## config.mk

```make
export PLATFORM = sky130hd
export DESIGN_NAME = program_feeder
export DESIGN_NICKNAME = d
export VERILOG_FILES = /design/src/rtl/cpu_pkg.sv /design/src/rtl/program_mem.sv /design/src/rtl/program_feeder.sv
export SDC_FILE = /design/constraint.sdc
export NUM_CORES = 1
export LEC_CHECK = 0
export CORE_UTILIZATION = 30
export DETAILED_ROUTE_END_ITERATION = 10
export PLACE_DENSITY = 0.5
export SETUP_SLACK_MARGIN = 0.05
export SLEW_MARGIN = 20
export SYNTH_ARGS = -nofsm -noshare
export SYNTH_HDL_FRONTEND = slang
export SYNTH_SLANG_ARGS = --single-unit
```

## constraint.sdc

```tcl
create_clock -name clk -period 3.91 [get_ports clk]
set_clock_uncertainty 0.15 [all_clocks]
set_input_delay 0.782 -clock clk [delete_from_list [all_inputs] [get_ports clk]]
set_output_delay 0.782 -clock clk [all_outputs]
set_load 0.01 [all_outputs]
```

## src/rtl/cpu_pkg.sv

```systemverilog
// ----------------------------------------------------------------------------
// cpu_pkg
//   Definitions shared between tt_um_8_bit_cpu and its program feeder.
//   - phase_e : the CPU's 5-phase instruction sequence. The encodings must
//               match the CPU's own phase register bit for bit.
//   - mode_e  : feeder operating mode (idle after reset, loading, running).
//   - PC_W    : width of the CPU program counter exported on uio_out[5:0].
//   - NOP_OPCODE : byte the CPU decodes as "do nothing".
//   - next_phase(): phase sequencing, including the early return to FETCH
//                   when the CPU flags an invalid opcode in DECODE.
// ----------------------------------------------------------------------------
package cpu_pkg;

  localparam int         PC_W       = 6;
  localparam logic [7:0] NOP_OPCODE = 8'h00;

  typedef enum logic [2:0] {
    PH_FETCH     = 3'b000,
    PH_DECODE    = 3'b001,
    PH_EXECUTE   = 3'b010,
    PH_WRITEBACK = 3'b011,
    PH_OUTPUT    = 3'b100
  } phase_e;

  typedef enum logic [1:0] {
    MODE_IDLE = 2'b00,
    MODE_LOAD = 2'b01,
    MODE_RUN  = 2'b10
  } mode_e;

  // An invalid opcode aborts the instruction after DECODE; the CPU goes
  // straight back to FETCH without executing or emitting output.
  function automatic phase_e next_phase(input phase_e cur, input logic invalid);
    phase_e nxt;
    case (cur)
      PH_FETCH:     nxt = PH_DECODE;
      PH_DECODE:    nxt = invalid ? PH_FETCH : PH_EXECUTE;
      PH_EXECUTE:   nxt = PH_WRITEBACK;
      PH_WRITEBACK: nxt = PH_OUTPUT;
      PH_OUTPUT:    nxt = PH_FETCH;
      default:      nxt = PH_FETCH;
    endcase
    return nxt;
  endfunction

endpackage

```

## src/rtl/program_mem.sv

```systemverilog
// ----------------------------------------------------------------------------
// program_mem
//   Program storage: DEPTH words of 16 bits, opcode in [15:8], immediate in
//   [7:0]. One synchronous byte-lane write port, one combinational read port
//   returning both bytes of the addressed word.
// Ports
//   clk        in   1        write clock
//   we         in   1        write enable
//   waddr      in   ADDR_W   write word address
//   wsel_imm   in   1        0 = write opcode byte, 1 = write immediate byte
//   wdata      in   8        byte to write
//   raddr      in   ADDR_W   read word address
//   rdata_op   out  8        opcode byte of word raddr
//   rdata_imm  out  8        immediate byte of word raddr
// ----------------------------------------------------------------------------
module program_mem #(
  parameter int ADDR_W = 6,
  parameter int DEPTH  = 64
) (
  input  logic              clk,
  input  logic              we,
  input  logic [ADDR_W-1:0] waddr,
  input  logic              wsel_imm,
  input  logic [7:0]        wdata,
  input  logic [ADDR_W-1:0] raddr,
  output logic [7:0]        rdata_op,
  output logic [7:0]        rdata_imm
);

  logic [15:0] mem [DEPTH];

  // NOTE: the array has no reset; a word is only ever read after it has been
  // written because reads are gated by prog_len in the feeder, so clearing
  // DEPTH flops on reset would buy nothing.
  always_ff @(posedge clk) begin
    if (we) begin
      if (wsel_imm) mem[waddr][7:0]  <= wdata;
      else          mem[waddr][15:8] <= wdata;
    end
  end

  assign rdata_op  = mem[raddr][15:8];
  assign rdata_imm = mem[raddr][7:0];

endmodule

```

## src/rtl/program_feeder.sv

```systemverilog
// ----------------------------------------------------------------------------
// program_feeder
//   Instruction source for tt_um_8_bit_cpu. A program is streamed in byte by
//   byte (opcode, immediate, opcode, immediate ...) while the CPU is held in
//   reset. In RUN the feeder tracks the CPU's 5-phase sequence and presents
//   the opcode of word cpu_pc during FETCH and its immediate during DECODE.
//   A sticky flag reports when the tracked phase disagrees with the CPU's
//   OUTPUT-phase flag.
// Ports
//   clk          in   1         system clock, all state on posedge
//   rst_n        in   1         asynchronous active-low reset
//   load_en      in   1         1 = LOAD mode, 0 = RUN mode
//   load_valid   in   1         load byte strobe
//   load_data    in   8         load byte (even = opcode, odd = immediate)
//   load_ready   out  1         load byte accepted this cycle when valid
//   prog_len     out  ADDR_W+1  number of complete words loaded
//   cpu_pc       in   ADDR_W    CPU program counter (uio_out[5:0])
//   cpu_send_ins in   1         CPU OUTPUT-phase flag (uio_out[7])
//   cpu_invalid  in   1         CPU invalid-opcode flag (uio_out[6])
//   cpu_ui       out  8         byte driven onto CPU ui_in
//   cpu_rst_n    out  1         CPU reset, low while idle or loading
//   sync_err     out  1         sticky phase-lock loss flag
// ----------------------------------------------------------------------------
module program_feeder
  import cpu_pkg::*;
#(
  parameter int         ADDR_W   = PC_W,
  parameter int         DEPTH    = 64,
  parameter logic [7:0] NOP_BYTE = NOP_OPCODE
) (
  input  logic              clk,
  input  logic              rst_n,
  input  logic              load_en,
  input  logic              load_valid,
  input  logic [7:0]        load_data,
  output logic              load_ready,
  output logic [ADDR_W:0]   prog_len,
  input  logic [ADDR_W-1:0] cpu_pc,
  input  logic              cpu_send_ins,
  input  logic              cpu_invalid,
  output logic [7:0]        cpu_ui,
  output logic              cpu_rst_n,
  output logic              sync_err
);

  // wp counts complete words, so it needs one more bit than an address to
  // represent "full" (wp == DEPTH).
  localparam logic [ADDR_W:0] DEPTH_W = (ADDR_W+1)'(DEPTH);
  localparam logic [ADDR_W:0] ONE_W   = (ADDR_W+1)'(1);

  mode_e            mode_q, mode_d;
  logic [ADDR_W:0]  wp_q;
  logic             half_q;
  phase_e           phase_q;
  logic             cpu_rst_q;
  logic             sync_err_q;

  logic             enter_load;
  logic             leave_load;
  logic             accept;
  logic             running;
  logic [7:0]       mem_op;
  logic [7:0]       mem_imm;

  // --------------------------------------------------------------------------
  // Mode FSM
  // --------------------------------------------------------------------------
  always_ff @(posedge clk or negedge rst_n) begin
    if (!rst_n) mode_q <= MODE_IDLE;
    else        mode_q <= mode_d;
  end

  // NOTE: every output of a combinational block gets a default before the
  // case statement, so no path can leave it unassigned and infer a latch.
  always_comb begin
    mode_d = mode_q;
    case (mode_q)
      MODE_IDLE: mode_d = load_en ? MODE_LOAD : MODE_RUN;
      MODE_LOAD: if (!load_en) mode_d = MODE_RUN;
      MODE_RUN:  if (load_en)  mode_d = MODE_LOAD;
      default:   mode_d = MODE_IDLE;
    endcase
  end

  assign enter_load = (mode_d == MODE_LOAD) && (mode_q != MODE_LOAD);
  assign leave_load = (mode_q == MODE_LOAD) && (mode_d != MODE_LOAD);
  assign running    = (mode_q == MODE_RUN);

  // --------------------------------------------------------------------------
  // Load pointer. half_q selects which byte of word wp the next accepted
  // byte fills. A word counts toward prog_len only once its immediate lands.
  // --------------------------------------------------------------------------
  assign load_ready = (mode_q == MODE_LOAD) && (wp_q < DEPTH_W);
  assign accept     = load_valid && load_ready;

  // NOTE: state registers use non-blocking assignments so every flop samples
  // pre-edge values; the later assignment to half_q below wins on purpose.
  always_ff @(posedge clk or negedge rst_n) begin
    if (!rst_n) begin
      wp_q   <= '0;
      half_q <= 1'b0;
    end else if (enter_load) begin
      wp_q   <= '0;
      half_q <= 1'b0;
    end else begin
      if (accept) begin
        if (half_q) begin
          half_q <= 1'b0;
          wp_q   <= wp_q + ONE_W;
        end else begin
          half_q <= 1'b1;
        end
      end
      // An opcode without its immediate is abandoned when loading ends.
      if (leave_load) half_q <= 1'b0;
    end
  end

  assign prog_len = wp_q;

  program_mem #(
    .ADDR_W (ADDR_W),
    .DEPTH  (DEPTH)
  ) u_mem (
    .clk       (clk),
    .we        (accept),
    .waddr     (wp_q[ADDR_W-1:0]),
    .wsel_imm  (half_q),
    .wdata     (load_data),
    .raddr     (cpu_pc),
    .rdata_op  (mem_op),
    .rdata_imm (mem_imm)
  );

  // --------------------------------------------------------------------------
  // CPU reset. Released on the same edge the mode enters RUN and reasserted
  // on the same edge it enters LOAD, so the CPU's first FETCH lines up with
  // the tracker's FETCH. The async clear follows rst_n immediately.
  // --------------------------------------------------------------------------
  always_ff @(posedge clk or negedge rst_n) begin
    if (!rst_n) cpu_rst_q <= 1'b0;
    else        cpu_rst_q <= (mode_d == MODE_RUN);
  end

  assign cpu_rst_n = cpu_rst_q;

  // --------------------------------------------------------------------------
  // Phase tracker. Parked in FETCH whenever the CPU is held in reset, so it
  // starts in FETCH on the cycle cpu_rst_n rises.
  // --------------------------------------------------------------------------
  always_ff @(posedge clk or negedge rst_n) begin
    if (!rst_n) begin
      phase_q <= PH_FETCH;
    end else if (mode_d != MODE_RUN) begin
      phase_q <= PH_FETCH;
    end else if (running) begin
      phase_q <= next_phase(phase_q, cpu_invalid);
    end
  end

  // --------------------------------------------------------------------------
  // Phase-lock checker: the CPU raises cpu_send_ins exactly in OUTPUT.
  // --------------------------------------------------------------------------
  always_ff @(posedge clk or negedge rst_n) begin
    if (!rst_n) begin
      sync_err_q <= 1'b0;
    end else if (enter_load) begin
      sync_err_q <= 1'b0;
    end else if (running && ((phase_q == PH_OUTPUT) != cpu_send_ins)) begin
      sync_err_q <= 1'b1;
    end
  end

  assign sync_err = sync_err_q;

  // --------------------------------------------------------------------------
  // CPU input byte. Words at or beyond prog_len were never loaded in this
  // session, so they read as NOP instead of stale memory contents.
  // --------------------------------------------------------------------------
  always_comb begin
    cpu_ui = NOP_BYTE;
    if (running && ({1'b0, cpu_pc} < wp_q)) begin
      case (phase_q)
        PH_FETCH:  cpu_ui = mem_op;
        PH_DECODE: cpu_ui = mem_imm;
        default:   cpu_ui = NOP_BYTE;
      endcase
    end
  end

endmodule

```

After elaboration in Yosys (flattened, before gate mapping):

Memory sizes are Yosys's and may differ from the RTL's.
Cells that the tools add are included.

* $add $sub $neg: 1
* magnitude comparators: 2
* eq/ne operators: 12
* mux-type cells: 24
* reduce and logical (&&, ||, !) cells: 14

Operators with widths (count)
* 7-bit 2-to-1 mux: 3
* 8-bit case mux with 2 select lines: 1
* 3-bit case mux with 4 select lines: 1
* 1-bit 2-to-1 mux: 11
* 2-bit 2-to-1 mux: 4
* 8-bit 2-to-1 mux: 1
* 2-bit nonzero test: 4
* 7-bit by 1-bit adder with 7-bit output (second input constant): 1
* 6-bit by 7-bit < comparator with 1-bit output: 1
* 7-bit < comparator (second input constant): 1
* 3-bit by 2-bit == test with 1-bit output (second input constant): 2
* 1-bit logical AND: 6
* 3-bit 2-to-1 mux: 2
* 2-bit case mux with 3 select lines: 1
* 2-bit by 1-bit == test with 1-bit output (second input constant): 2
* 2-bit == test (second input constant): 2
* 2-bit by 1-bit inequality test with 1-bit output (second input constant): 2
* 3-bit by 1-bit == test with 1-bit output (second input constant): 1
* 3-bit == test (second input constant): 1
* 3-bit logical NOT: 1
* 3-bit nonzero test: 1
* 2-bit logical NOT: 1
* 2-bit inequality test (second input constant): 1
* 2-bit AND reduction: 1
* 1-bit inequality test: 1

* bits in registers: 15
* memory bits (writable): 1024
* input port bits: 20
* output and inout bits: 18
* word-level logic and storage cells: 60
* memories: 1

Memories
* u_mem.mem: words 64, width 16, read ports 1, clocked after memory_dff 0, write ports 1, line program_mem.sv:30 `logic [15:0] mem [DEPTH];`

Logic depth before layout (Yosys ltp):

Gate-level depths: netlist of run 1.

* depth after elaboration: 6
* depth in mapped cells: 10
* mapped depth without buffers: 7

Modules after synthesis:

A second synthesis of run 1 with hierarchy kept.

* cell total of the unflattened synthesis: 1918
* area, all modules: 40637.7 sq um

By module, submodules not included
* program_mem: instances 1, cells each 1809, area an instance 39634.3 sq um, sequential area each 30749.5 sq um
* program_feeder: instances 1, cells each 109, area an instance 1003.5 sq um, sequential area each 375.4 sq um

Worst setup path before layout of run 1:

OpenSTA, ideal clock, no wires.

* path type: in2out
* from: input port cpu_pc[2]
* to: output port cpu_ui[1]
* arrival time: 2413 ps
* data required time: 2978 ps
* setup slack: 565 ps
* stages on the path: 8
* buffers on the path: 3
* cell sequence: buf_4 -> buf_2 -> buf_1 -> mux4_2 -> a221oi_1 -> o21ai_0 -> a32oi_1 -> o22ai_1

* cells in the longest elaborated chain, start to end: 3
* elaborated cells between the ends (all ways): 5
* classes of those cells: order compare: 1; mux: 2; reduce/logical: 1; memory: 1

Ends and longest elaborated chain
* start, declared: line program_feeder.sv:38 `input logic [ADDR_W-1:0] cpu_pc,`
* memory read 64 x 16 bit / 6-bit by 7-bit < comparator with 1-bit output (equally long branches)
* 8-bit case mux with 2 select lines / 1-bit logical AND (equally long branches): line program_feeder.sv:183, program_feeder.sv:182
* 8-bit 2-to-1 mux (*): line program_feeder.sv:182 `if (running && ({1'b0, cpu_pc} < wp_q)) begin`
* end, declared: line program_feeder.sv:41 `output logic [7:0] cpu_ui,`

Mark *: on every way between the ends. The rest lies on a longest branch, timed or not.

Worst setup path after layout of run 1:

* from: input port cpu_pc[1]
* to: output port cpu_ui[7]

Same word-level chain as after synthesis.

==> results of run 1 <==
## worst max-delay path by stage
stage	endpoint	slack, ns	depth (start not counted)
final	cpu_ui[7]	-0.01	10
after global routing	cpu_ui[7]	-0.04	10
after CTS	cpu_ui[7]	-0.008	10
after detailed placement	cpu_ui[7]	-1.11	10
after global placement	cpu_ui[7]	-1.11	9
after floorplan	cpu_ui[1]	0.56	8
## kinds of logic (layout without fill, tap and decap cells)
logic type      Yosys count  count (layout)  synth area share
buf+inv                 120             683            0.0163
fa+ha+maj                 6               6           0.00185
compound gates          141             141            0.0249
flops                  1039            1039             0.767
mux                     352             352             0.166
simple gates            221             221            0.0225
xor+xnor                  5               5           0.00108
## state kept, by name, summed over array words and instances, names as in the netlist
register	count
sync_err	1
half_q	1
u_mem.mem	1024
mode_q	2
cpu_rst_n	1
prog_len	7
phase_q	3
## cell usage in the layout, fill, tap and decap left out, drive strengths merged, types with 5 or more instances in the layout
cell,netlist,routed
mux2i,90,90
mux4,256,256
edfxtp,1024,1024
nand3,10,10
a221o,6,6
o21ai,31,31
xnor2,5,5
inv,9,10
o22ai,8,8
clkinv,3,56
bufinv,0,11
or3,6,6
a22oi,10,10
nand2,33,33
a221oi,57,57
ha,6,6
nand2b,6,6
a21oi,21,21
clkinvlp,0,6
nor3,10,10
dfrtp,15,15
mux2,6,6
buf,64,446
nor2,146,146
clkdlybuf4s50,0,17
clkbuf,44,133
## per-stage QoR
step	instance area, um^2	hold slack (ns)	util	setup WS, ns	TNS [ns]
final	51000	0.358	0.381	-0.0124	-0.0236
after global routing	51000	0.406	0.381	-0.0378	-0.106
after CTS	50800	0.365	0.379	-0.00816	-0.00816
after detailed placement	46000	0.350	0.344	-1.11	-7.21
after global placement	46000	0.347	0.344	-1.11	-7.24
after floorplan	40600	0.336	-	0.565	0
## layer usage
layer | routed length [um] | track usage
met3 | 8140 | 0.0401
met1 | 50600 | 0.238
met5 | 0 | 0
met2 | 51700 | 0.251
met4 | 2410 | 0.0388
## timing repair
action                                  CTS  global route
endpoints found under the setup margin    8             8
endpoints found under the hold margin     0             0
gates resized for setup                 178            36
pin swaps                                29            22
buffers inserted                         38             1
gates cloned                              6             1
## power groups by stage
stage	sequential, mW	combinational, mW	clock, mW
floorplan	12.5	0.596	0
global placement	12.5	1.39	0
detailed placement	12.5	1.40	0
CTS	12.2	1.58	10.5
global route	12.2	1.67	10.9
finish	12.3	1.60	10.3
## final cells by class
cell class                      count  area (um^2)
Clock buffer                      132         2840
Clock inverter                     71          736
Fill cell                       12200        82800
Inverter                           12         52.6
Multi-Input combinational cell    725         9510
Sequential cell                  1039        31100
Tap cell                         1768         2210
Timing Repair Buffer              468         4500
## worst register-to-register path: stages, from the launching register on
cell and delay (ns):
dfrtp_1 0.35, inv_1 0.19, nor3_1 0.81, nand2_1 0.38, nor2_1 0.47, buf_4 0.24
==> results.yml, run 1 <==
worst_setup_path:
  slowest_delay_ns: 0.56
  cpMostUsedCell: "a21oi_2"
  crit_type: "input pin to output pin"
  reg2reg_slack_ns: 1.06
  critPathTopFamily: "buffers and inverters"
  crit_chain: "bufbuf_16 -> buf_16 -> mux4_2 -> mux2i_1 -> buf_4 -> a221o_1 -> a21oi_2 -> a21oi_2 -> o22ai_2 -> buf_2"
  cp_slowest_cell: "mux4_2"
  r2r-end: "u_mem.mem[21][10]"
  startpoint: "cpu_pc[1]"
  start_kind: "input pin"
  r2r_start: "prog_len[4]"
  critPathMaxFanout: 20
  worst-path-buf-inv: 4
  end_kind: "output pin"
  crit_required_ns: 2.98
  arrival_ns: 2.99
  reg2regPathDepth: 5
cts:
  clock_latency_ns: 0.70
  cts_tree: "yes"
  clkTransAtPathRegs_ns: 0.06
  clockBufferDepth: 3
  htree_levels: 3
  root_buffer: "clkbuf_16"
  cts.sinks: 1039
  numCtsBuffers: 110
  hold_buffers: 0
floorplan:
  die-area_um2: 137000
  core_um2: 134000
  io_pins: 38
  die_w_um: 370
  start_util: 0.303
  placement_rows: 134
  die_h_um: 370
min_path:
  min_from: "sync_err"
  worstHoldEndpoint: "sync_err"
  hp-class: "flop to flop"
  whs_path_depth: 2
place:
  gp_congestion: 0.865
  portBuffers: 37
  hpwl_um: 72900
  place_inst: 3971
routing:
  ant_nets: 0
  finalWirelength_um: 113000
  via_per_inst: 5.02
  drc: 3
  first_pass_iters: 10
  drtIter0Drc: 1927
  wire_per_inst_um: 26.8
  vias: 21100
timing:
  grt_setup_unrepaired: "true"
  fmaxAchievable_mhz: 255
  worstMarginPinSlew_ns: 1.04
  hold_viol_final: 0
  report.final.setup_viol: 3
  drv_slew: 0
  relSlewSlack: 0.301
  fin_crit_sh: 1.00
  fin_crit_ns: 3.92
  worst_slack_ns: -0.0124
synth:
  synth-seq-area-share: 0.767
  yosysMostFrequentCell: "edfxtp_1"
  synthTopCellsByCount: "edfxtp_1, mux4_2, nor2_1"
  syn_avg_cell_area_um2: 21.5
  synth_top_area_frac: 0.758
  yosys_warnings: 0
  synth.area.top_cells: "edfxtp_1, mux4_2, mux2i_1, nor2_1, a221oi_1"
  yosys_most_used_dff: "edfxtp_1"
  synth_nets: 1910
  syn_inst: 1884
  yosysTopAreaCell: "edfxtp_1"
  synth-edff-count: 1024
  async_reset_ff_frac: 0.0144
  ys_types: 39
  synth_seq_cells: 1039
  syn-cell-area_um2: 40600
global_routing:
  grtUsageTotal: 0.165
  antenna_found_initial: 1
  grt_pass1_wl_um: 162000
  grt_pass1_vias: 21700
  overflow: 0
  grt_start_max_net_pins: 129
power:
  p_leak_nw: 16.7
  switchingPower_mw: 5.27
  sw_frac_of_total: 0.218
  power.share.sequential: 0.507
  clkPwrFrac: 0.426
  power_mw: 24.1
  vdd_drop_max_uv: 420
  p_int_mw: 18.9
  combPwrFrac: 0.066
  power_per_cell_area_nw_per_um2: 474
run_status:
  outcome: "finished, violations left"
  violations: "design-rule violations, negative setup slack"
layout:
  num_antenna_cells: 0
  instances_no_fill: 4215
  nets: 2382
  layout-drive-gt1-share: 0.398
  syn2layout_area_growth_pct: 25.7
job:
  cap_viol_max_count: 0
Note: power is estimated with default switching activity, not from simulation.
==> inputs of run 2 (changes only) <==
--- a/config.mk
+++ b/config.mk
@@ -9,6 +9,7 @@
 export DETAILED_ROUTE_END_ITERATION = 10
 export PLACE_DENSITY = 0.5
 export SETUP_SLACK_MARGIN = 0.05
+export SKIP_LAST_GASP = 1
 export SLEW_MARGIN = 20
 export SYNTH_ARGS = -nofsm -noshare
 export SYNTH_HDL_FRONTEND = slang
==> run 2 against run 1 <==
Sequential share of layout area shrank 0.15 points. Combinational power is essentially flat. Critical endpoint unchanged. Largest power group unchanged. Highest routed layer unchanged. Die area is the same. Fmax grew 0.53%. Sequential power is essentially flat. The flow finishes with violations (design-rule violations). Power is essentially flat. Critical path type unchanged. Final area grew 0.24%.
==> results.yml, run 2 (synthesis results as in run 1) <==
timing:
  grt_setup_unrepaired: "true"
  fin_crit_ns: 3.90
  fin_crit_sh: 0.998
  report.final.setup_viol: 0
  drv_slew: 0
  finalSetupTns_ns: 0
  relSlewSlack: 0.286
  hold_viol_final: 0
  fmaxAchievable_mhz: 256
  worst_slack_ns: 0.00814
  worstMarginPinSlew_ns: 1.06
worst_setup_path:
  crit_type: "input pin to output pin"
  critPathMaxFanout: 7
  crit_chain: "buf_16 -> buf_12 -> buf_12 -> mux4_2 -> a221oi_4 -> buf_4 -> o21ai_2 -> a22oi_2 -> o22ai_2 -> buf_2"
  reg2reg_slack_ns: 0.97
  arrival_ns: 2.97
  start_kind: "input pin"
  slowest_delay_ns: 0.61
  cpMostUsedCell: "buf_12"
  r2r_start: "prog_len[4]"
  end_kind: "output pin"
  r2r-end: "u_mem.mem[21][13]"
  crit_required_ns: 2.98
  reg2regPathDepth: 5
  cp_slowest_cell: "mux4_2"
power:
  power_per_cell_area_nw_per_um2: 473
  clkPwrFrac: 0.426
  sw_frac_of_total: 0.219
  power_mw: 24.2
  vdd_drop_max_uv: 421
  p_leak_nw: 16.8
  switchingPower_mw: 5.28
  combPwrFrac: 0.067
  power.share.sequential: 0.507
  p_int_mw: 18.9
routing:
  first_pass_iters: 8
  finalWirelength_um: 113000
  drc: 6
  ant_nets: 0
  wire_per_inst_um: 26.8
  vias: 21300
  via_per_inst: 5.03
  drtIter0Drc: 2116
layout:
  layout-drive-gt1-share: 0.401
  nets: 2393
  instances_no_fill: 4227
  final_common_cell: "edfxtp_1"
  largest_reg_flops: 1024
  regMostFlops: "u_mem.mem"
  layout_common_cells: "edfxtp_1, buf_4, mux4_2"
  syn2layout_area_growth_pct: 26.0
cts:
  clockBufferDepth: 3
  clkTransAtPathRegs_ns: 0.06
  htree_levels: 3
  numCtsBuffers: 110
  root_buffer: "clkbuf_16"
  clock_latency_ns: 0.70
  cts_tree: "yes"
  hold_buffers: 0
  cts.sinks: 1039
floorplan:
  die_w_um: 370
  die-area_um2: 137000
  io_pins: 38
  core_um2: 134000
  start_util: 0.303
  die_h_um: 370
  placement_rows: 134
global_routing:
  grtUsageTotal: 0.165
  overflow: 0
  grt_start_max_net_pins: 129
  antenna_found_initial: 1
  grt_pass1_vias: 21700
  grt_pass1_wl_um: 162000
run_status:
  outcome: "finished, violations left"
  violations: "design-rule violations"
min_path:
  whs_path_depth: 2
  hp-class: "flop to flop"
  worstHoldEndpoint: "sync_err"
  min_from: "sync_err"
place:
  gp_congestion: 0.865
  hpwl_um: 72900
  portBuffers: 37
  place_inst: 3971
  place_ws_ns: -1.11
job:
  cap_viol_max_count: 0
-- run 2: cell count changes in the layout (fill, tap and decap cells not counted), sizes merged --
cell	previous run	this run
bufbuf	3	2
buf	446	455
dlygate4sd2	1	0
clkbuf	133	136
dlymetal6s2s	0	1
diode	0	1
-- run 2: what timing repair did --
item | 4_1_cts | 5_1_grt
setup endpoints to repair | 8 | 8
gates cloned | 6 | 4
resized for setup | 168 | 53
pin swaps | 27 | 28
buffers inserted | 38 | 11
-- run 2: how the worst max path moves through the flow --
stage,from,end,slack (ns)
6_report,cpu_pc[1],cpu_ui[7],0.008
4_1_cts,cpu_pc[1],cpu_ui[7],-0.02
3_5_place_dp,cpu_pc[1],cpu_ui[7],-1.11
3_3_place_gp,cpu_pc[4],cpu_ui[7],-1.11
2_1_floorplan,cpu_pc[2],cpu_ui[1],0.56
5_1_grt,cpu_pc[3],cpu_ui[1],-0.02
-- run 2: final cells by class --
cell class / count / area [um^2]
clock buffer: 132 / 2840
antenna: 1 / 2.50
multi-input combinational: 725 / 9480
tap: 1768 / 2210
sequential: 1039 / 31100
clock inverter: 71 / 736
fill: 12100 / 82700
timing repair buffer: 479 / 4660
inverter: 12 / 52.6
-- run 2: power by group through the flow --
stage	sequential [mW]	clock [mW]	combinational (mW)
final	12.3	10.3	1.61
after global routing	12.2	10.9	1.69
after CTS	12.2	10.5	1.57
after detailed placement	12.5	0	1.40
after global placement	12.5	0	1.39
after floorplan	12.5	0	0.596
-- run 2: critical path: cells and delay by family --
| kind | cells | cell delay (ns) |
|---|---|---|
| buffers and inverters | 5 | 0.81 |
| AO/OA/AOI/OAI | 4 | 0.73 |
| multiplexers | 1 | 0.61 |
-- run 2: through the flow --
stage	util	cell area (um^2)	hold slack [ns]
5_1_grt	0.382	51100	0.406
3_3_place_gp	0.344	46000	0.347
4_1_cts	0.379	50700	0.365
2_1_floorplan	-	40600	0.336
6_report	0.382	51100	0.358
3_5_place_dp	0.344	46000	0.350
-- run 2: per-layer routing --
metal,routed length [um],up-vias,track usage
li1,-,8906,-
met1,51300,11500,0.239
met2,52300,705,0.251
met3,7640,150,0.0377
met4,2190,0,0.0385
met5,0,-,0
==> inputs of run 3 (changes only) <==
==> constraint.sdc (replaced) <==
create_clock -name clk -period 3.96 [get_ports clk]
set_clock_uncertainty 0.15 [all_clocks]
set_input_delay 0.792 -clock clk [delete_from_list [all_inputs] [get_ports clk]]
set_output_delay 0.792 -clock clk [all_outputs]
set_load 0.01 [all_outputs]
==> run 3 against run 2 <==
The flow still finishes with violations (design-rule violations). Routed wire length fell by 1.6%. Non-clock buffer count did not move. Power fell by 0.31%. Worst hold slack improved by 0.011 ns. Worst setup slack improved by 0.025 ns. Final cell count barely moved. Die area did not move. Sequential share of layout area fell by 0.22 points. Count of clock-buffer cells in the layout rose by 1. Largest power group unchanged.
==> results.yml, run 3 (synthesis results as in run 1) <==
run_status:
  outcome: "finished, violations left"
  violations: "design-rule violations"
worst_setup_path:
  critPathMaxFanout: 6
  start_kind: "input pin"
  crit_chain: "buf_16 -> buf_12 -> buf_12 -> buf_4 -> mux4_2 -> mux2i_4 -> o21ai_2 -> a22oi_2 -> o22ai_1 -> buf_4 -> buf_6"
  arrival_ns: 2.98
  reg2regPathDepth: 4
  slowest_delay_ns: 0.54
  cp_slowest_cell: "mux4_2"
  startpoint: "cpu_pc[1]"
  crit_end: "cpu_ui[2]"
  crit_required_ns: 3.02
  r2r_start: "prog_len[5]"
  end_kind: "output pin"
  reg2reg_slack_ns: 1.01
  r2r-end: "u_mem.mem[20][11]"
  crit_type: "input pin to output pin"
timing:
  relSlewSlack: 0.238
  fin_crit_sh: 0.992
  worstMarginPinSlew_ns: 1.14
  hold_viol_final: 0
  finalSetupTns_ns: 0
  fmaxAchievable_mhz: 255
  whs_ns: 0.369
  fin_crit_ns: 3.93
  drv_slew: 0
  grt_setup_unrepaired: "true"
  report.final.setup_viol: 0
power:
  p_int_mw: 19.0
  power.share.sequential: 0.502
  power_per_cell_area_nw_per_um2: 470
  switchingPower_mw: 5.13
  clkPwrFrac: 0.431
  vdd_drop_max_uv: 304
  combPwrFrac: 0.067
  sw_frac_of_total: 0.213
  p_leak_nw: 16.9
place:
  place_area_um2: 45900
  portBuffers: 37
  gp_congestion: 0.829
  hpwl_um: 72000
layout:
  syn2layout_area_growth_pct: 26.4
  regMostFlops: "u_mem.mem"
  nets: 2392
  post-route-cell-area_um2: 51300
  fin_util: 0.383
  largest_reg_flops: 1024
  layout_common_cells: "edfxtp_1, buf_4, mux4_2"
  nFillCells: 12100
  layout-drive-gt1-share: 0.404
  final_common_cell: "edfxtp_1"
global_routing:
  grtUsageTotal: 0.163
  overflow: 0
  grt_start_max_net_pins: 85
  grt_pass1_vias: 21800
  grt_pass1_wl_um: 160000
  antenna_found_initial: 2
cts:
  clockBufferDepth: 3
  root_buffer: "clkbuf_16"
  numCtsBuffers: 109
  htree_levels: 3
  cts.sinks: 1039
  clock_latency_ns: 0.67
  clkTransAtPathRegs_ns: 0.05
  cts_tree: "yes"
routing:
  finalWirelength_um: 112000
  drc: 2
  vias: 21300
  wire_per_inst_um: 26.4
  via_per_inst: 5.04
  ant_nets: 0
  drtIter0Drc: 2106
  first_pass_iters: 10
floorplan:
  io_pins: 38
  start_util: 0.303
  die_h_um: 370
  placement_rows: 134
  core_um2: 134000
  die_w_um: 370
  die-area_um2: 137000
job:
  cap_viol_max_count: 0
min_path:
  hp-class: "flop to flop"
## run 3: timing repair
item,in CTS,in global routing
cloned,8,3
resized for setup,179,48
pin swaps,39,24
endpoints found under the setup margin,8,8
setup buffers,37,24
hold buffers,0,0
## run 3: power by group through the flow
stage / Sequential, mW / Clock, mW / Combinational, mW
after floorplan: 12.3 / 0 / 0.589
after global placement: 12.3 / 0 / 1.36
after detailed placement: 12.3 / 0 / 1.38
after CTS: 12.1 / 10.6 / 1.56
after global routing: 12.1 / 11.0 / 1.68
final: 12.1 / 10.4 / 1.61
## run 3: area by class of cell
type | instances | area (um^2) | share of cell area
diodes | 1 | 2.50 | 0.0000488
clock buffers | 133 | 2880 | 0.0561
clock inverters | 69 | 748 | 0.0146
inverters | 12 | 53.8 | 0.00105
multi-input cells | 725 | 9550 | 0.186
flip-flops and latches | 1039 | 31100 | 0.607
well taps | 1768 | 2210 | 0.0431
repair buffers | 479 | 4720 | 0.0920
## run 3: worst max-delay path, delay by kind of cell
kind / cells / cell delay, ns
muxes: 2 / 0.76
AOI/OAI and AO/OA: 3 / 0.51
buffers and inverters: 6 / 0.88
## run 3: per-layer routing
layer | up-vias | track usage | share of wire
li1 | 8897 | - | -
met1 | 11500 | 0.229 | 0.44
met2 | 767 | 0.253 | 0.46
met3 | 159 | 0.0376 | 0.072
met4 | 0 | 0.0411 | 0.025
met5 | - | 0 | 0
## run 3: per-stage QoR
step / instances / worst slack [ns] / power, mW
2_1_floorplan: 1884 / 0.595 / 12.9
3_3_place_gp: 3955 / -1.02 / 13.7
3_5_place_dp: 3955 / -1.04 / 13.7
4_1_cts: 4202 / -0.0151 / 24.2
5_1_grt: 4225 / -0.0173 / 24.7
6_report: 4226 / 0.0334 / 24.1
## run 3: how the worst min path moves through the flow
stage | slack [ns] | from | end | depth (start not counted)
2_1_floorplan | 0.35 | rst_n | cpu_rst_n | 0
3_3_place_gp | 0.35 | sync_err | sync_err | 2
3_5_place_dp | 0.35 | sync_err | sync_err | 2
4_1_cts | 0.38 | sync_err | sync_err | 2
5_1_grt | 0.40 | sync_err | sync_err | 2
6_report | 0.37 | sync_err | sync_err | 2
